==> src/rtl/xiphos_chk_pkg.sv <==
// Shared definitions for the xiphos response checkers: checker state encoding,
// default MISR constants and the 16-bit MISR step.
package xiphos_chk_pkg;

    typedef enum logic [1:0] {
        IDLE = 2'd0,
        RUN  = 2'd1,
        DONE = 2'd2
    } chk_state_e;

    localparam logic [15:0] MISR_POLY_DEFAULT = 16'h1021;
    localparam logic [15:0] MISR_SEED_DEFAULT = 16'hFFFF;

    // Shift left, fold the dropped MSB back through the polynomial, then mix in the data word.
    function automatic logic [15:0] misr16_step(input logic [15:0] sig,
                                                input logic [15:0] data,
                                                input logic [15:0] poly);
        return {sig[14:0], 1'b0} ^ (sig[15] ? poly : 16'h0000) ^ data;
    endfunction

endpackage

==> src/rtl/and16_resp_checker_misr16.sv <==
// 16-bit multiple-input signature register with synchronous seed load and step enable.
// Shared by the AND16 checker and its ALU/ADD16 successors.
module misr16
    import xiphos_chk_pkg::*;
#(
    parameter logic [15:0] POLY = MISR_POLY_DEFAULT,
    parameter logic [15:0] SEED = MISR_SEED_DEFAULT
) (
    input  logic        clk,
    input  logic        rst_n,
    input  logic        load,
    input  logic        en,
    input  logic [15:0] data,
    output logic [15:0] sig
);

    // Load takes priority so a new run always begins from the seed.
    always_ff @(posedge clk or negedge rst_n) begin
        if (!rst_n) begin
            sig <= SEED;
        end else if (load) begin
            sig <= SEED;
        end else if (en) begin
            sig <= misr16_step(sig, data, POLY);
        end
    end

endmodule

==> config.mk <==
export PLATFORM = sky130hd
export DESIGN_NAME = misr16
export DESIGN_NICKNAME = d
export VERILOG_FILES = /design/src/rtl/xiphos_chk_pkg.sv /design/src/rtl/and16_resp_checker_misr16.sv
export SDC_FILE = /design/constraint.sdc
export NUM_CORES = 1
export LEC_CHECK = 0
export ABC_AREA = 1
export CAP_MARGIN = 20
export CORE_MARGIN = 1
export CORE_UTILIZATION = 40
export CTS_CLUSTER_DIAMETER = 50
export CTS_CLUSTER_SIZE = 10
export DETAILED_ROUTE_END_ITERATION = 16
export GPL_ROUTABILITY_DRIVEN = 1
export PLACE_DENSITY = 0.75
export SLEW_MARGIN = 0
export SYNTH_ARGS = -nofsm -noshare
export SYNTH_HDL_FRONTEND = slang
export SYNTH_SLANG_ARGS = --single-unit
export TNS_END_PERCENT = 100
==> constraint.sdc <==
create_clock -name clk -period 2.8 [get_ports clk]
set_input_delay 0.42 -clock clk [delete_from_list [all_inputs] [get_ports clk]]
set_output_delay 0.42 -clock clk [all_outputs]
set_load 0.01 [all_outputs]
# Word level (Yosys, flattened, before mapping)
# Cells that the tools add are included.
[word_totals] out_inout_bits=16 inputBits=20 reg_bits=16 word_cells=7
[classes] mux=3 n_reduce_logical=1 n_bitwise=2
[op_table] operator="16-bit two-way mux" count=2
[op_table] operator="16-bit by 13-bit bitwise XOR with 16-bit output" count=1
[op_table] operator="16-bit bitwise XOR" count=1
[op_table] operator="13-bit two-way mux" count=1
[op_table] operator="2-bit nonzero test" count=1

# Logic depth before layout (Yosys ltp)
[logic_depth] word_depth=5 mapped_depth=7 depth_no_buf=6

# Worst setup path after synthesis
# Ideal clock, no wire load.
[synth_timing] path_kind="register -> register" startpoint="register sig[15]" endpoint="register sig[12]" path_stages_with_launch=8 synth_period_minus_slack_ps=1101 setup_ps=58 t_arrival_ps=1043 path_slack_ps=1699 required_time_ps=2742 n_path_buf=1 path_cell_list="dfstp_2 -> clkbuf_2 -> inv_1 -> nand2_1 -> nand3_1 -> nand3_1 -> nand2_1 -> inv_1"
[synth_between] elab_chain_cells=5
[synth_lines] element="start: declaration" line="and16_resp_checker_misr16.sv:14" rtl="output logic [15:0] sig"
[synth_lines] element="start signal: assignment" line="and16_resp_checker_misr16.sv:24" rtl="sig <= misr16_step(sig, data, POLY);"
[synth_lines] element="13-bit two-way mux" line="xiphos_chk_pkg.sv:18" rtl="return {sig[14:0], 1'b0} ^ (sig[15] ? poly : 16'h0000) ^ data;"
[synth_lines] element="16-bit by 13-bit bitwise XOR with 16-bit output" line="xiphos_chk_pkg.sv:18"
[synth_lines] element="16-bit bitwise XOR" line="xiphos_chk_pkg.sv:18"
[synth_lines] element="16-bit two-way mux" line="and16_resp_checker_misr16.sv:23" rtl="end else if (en) begin"
[synth_lines] element="16-bit two-way mux" line="and16_resp_checker_misr16.sv:21" rtl="end else if (load) begin"
# No other way between the ends. The select of a mux whose other input is x is not followed.
# A chain may end at the register's enable or synchronous reset.

# Final worst setup path
[layout_timing] startpoint="register sig[15]" endpoint="output port sig[15]"
# No word-level cell between the ends.

==> reports/metrics.cfg <==
[grt]
antenna_found_initial=0
grt_first_pass_wirelength_um=3180
grt_start_max_net_pins=17
grt_pass1_vias=747
track_usage_pct=16.9
gr-total-overflow=0

[placement]
dpl_worst_slack_ns=0.937
postPlaceCellArea_um2=1260
place_congestion=0.669
hpwl_um=1360
port_buffers=35
dp_cells=162

[setup_path]
crit_buf_inv=1
ff2ff_path_depth=6
worstPathMaxFanout=8
worstPathArrival_ns=1.46
critPathLaunchType=register
cp.required_ns=2.38
crit_chain=clkdlybuf4s50_1
path_class=reg -> out
cp-end-kind=primary output
path_delay_family=flip-flops
cp_num_cells=1
max_stage_delay_ns=0.62
critical-path-slowest-cell=dfstp_2

[synthesis]
synth_cell_types=13
syn_nets=123
synth_area_leaders=dfstp_2 47%, xnor2_1 14%, nand2_1 10%
yosysMostFrequentCell=nand2_1
synthTopCellsByCount=24 x nand2_1, 16 x dfstp_2, 14 x xnor2_1, 13 x inv_1, 10 x o21ai_2
synth.top_cell.area_share_pct=46.6
yosysTopAreaCell=dfstp_2
synth_area_um2=902
syn_area_per_cell_um2=8.76
synthCells=103
synth_edf_count=0
async_flop_share_pct=100
ys_warn_count=0
synth_seq_area_share_pct=46.6
synth-seq-cells=16
synthFlopType=dfstp_2

[clock_network]
clk_pin_slew_ns=0.10
cts_sinks=16
clockBufferDepth=2
cts_tree=done
postCtsSetupBuffers=0
cts_hold_buf=0
htree_levels=1
cts_resized=0
root_buffer=clkbuf_4
clock_latency_ns=0.28
cts_buffers=3

[power_and_ir_drop]
leakage_nw=0.549
ir_worst_vdd_uv=352
total_power_w=0.000691
p_per_area_nw_per_um2=532

[detailed_routing]
wire_per_inst_um=11.0
final_antenna_net_count=0
vias=736
drtIter0Drc=11
vias_per_cell=4.43
dr.pass1.iters=4
drt-total-wl_um=1830
drcViolationCount=0

[sta]
setup_viol_count_final=0
fin_skew_ns=0.00191
tns_ns=0
finalHoldViolCount=0
fin_ws_ns=0.916
tightest_slew_ns=0.715
slew_headroom_pct=52.2
period_needed_ns=1.88
rsz0062_at_grt=false
finalCritPeriodShare_pct=67.3
slew_viol_final=0
fmax_mhz=531

[finish]
final_area_um2=1300
nets=160
area_growth_pct=44.0
largest-register=sig
largest_register_ffs=16
antennaDiodeCount=0
drive_gt1_share_pct=30.9
fillers=184
fin_cells=166
biggestRegsByFlops=sig (16)

[die]
start_util_pct=44.2
dieWidth_um=49.5
die_h_um=49.5
rows=16
core-area_um2=2040
dieArea_um2=2450
pin_count=36

[min_path]
hold_depth=2
hold_path_class=reg -> reg

[flow_run]
drv_cap=0

[run_status]
status=completed

==> cell type report <==
| type | instances | area, um^2 | share of cell area, % |
|---|---|---|---|
| Clock buffer | 4 | 36.3 | 2.79 |
| Timing Repair Buffer | 35 | 350 | 27.0 |
| Multi-Input combinational cell | 62 | 375 | 28.9 |
| Inverter | 22 | 82.6 | 6.36 |
| Tap cell | 27 | 33.8 | 2.60 |
| Sequential cell | 16 | 420 | 32.4 |
==> per-layer routing <==
| metal | up-vias | GRT usage (%) | routed length [um] |
|---|---|---|---|
| met5 | - | 0 | 0 |
| met4 | 0 | 5.71 | 26 |
| met3 | 4 | 1.85 | 60 |
| met2 | 16 | 30.6 | 943 |
| met1 | 338 | 20.8 | 796 |
| li1 | 378 | - | - |
==> cell usage in the layout, fill, tap and decap left out <==
cell,Yosys,routed
nand2_1,24,24
o21ai_0,4,4
inv_1,13,13
or2_2,2,2
nor2_2,2,2
clkdlybuf4s50_1,0,35
xnor2_1,14,14
clkbuf_8,0,1
inv_2,9,9
nand3_1,6,6
o21ai_2,10,10
clkbuf_4,1,3
dfstp_2,16,16
==> power breakdown <==
group	switching (W)	internal [W]
sequential	0.0000362	0.000285
clock	0.0000761	0.0000791
combinational	0.0000903	0.000124
==> path summary, 6_finish.rpt <==
| kind | start | end | slack (ns) |
|---|---|---|---|
| worst max-delay path | sig[15] | sig[15] | 0.92 |
| worst min-delay path | sig[3] | sig[3] | 0.55 |
| worst max register to register | sig[15] | sig[5] | 1.69 |
| worst min register to register | sig[3] | sig[3] | 0.55 |
| max in group asynchronous | rst_n | sig[5] | 1.84 |
| min in group asynchronous | rst_n | sig[6] | 0.93 |
==> per-stage QoR <==
| step | hold WS, ns | util, % |
|---|---|---|
| 2_1_floorplan | 0.272 | - |
| 3_3_place_gp | 0.522 | 61.8 |
| 3_5_place_dp | 0.537 | 61.8 |
| 4_1_cts | 0.554 | 63.6 |
| 5_1_grt | 0.562 | 63.6 |
| 6_report | 0.547 | 63.6 |
==> cells by family (layout without fill, tap and decap cells) <==
| logic type | Yosys count | count (layout) | synth area share (%) |
|---|---|---|---|
| flops | 16 | 16 | 46.6 |
| compound gates | 14 | 14 | 11.9 |
| buf+inv | 25 | 61 | 11.8 |
| xor+xnor | 14 | 14 | 13.6 |
| simple gates | 34 | 34 | 16.1 |
==> tightest hold or removal path, delay by kind of cell, from the launching register on <==
kind	cells	cell delay [ns]
DFF	1	0.40
AOI/OAI and AO/OA	1	0.12
buffers and inverters	1	0.04
Note: power is estimated with default switching activity, not from simulation.
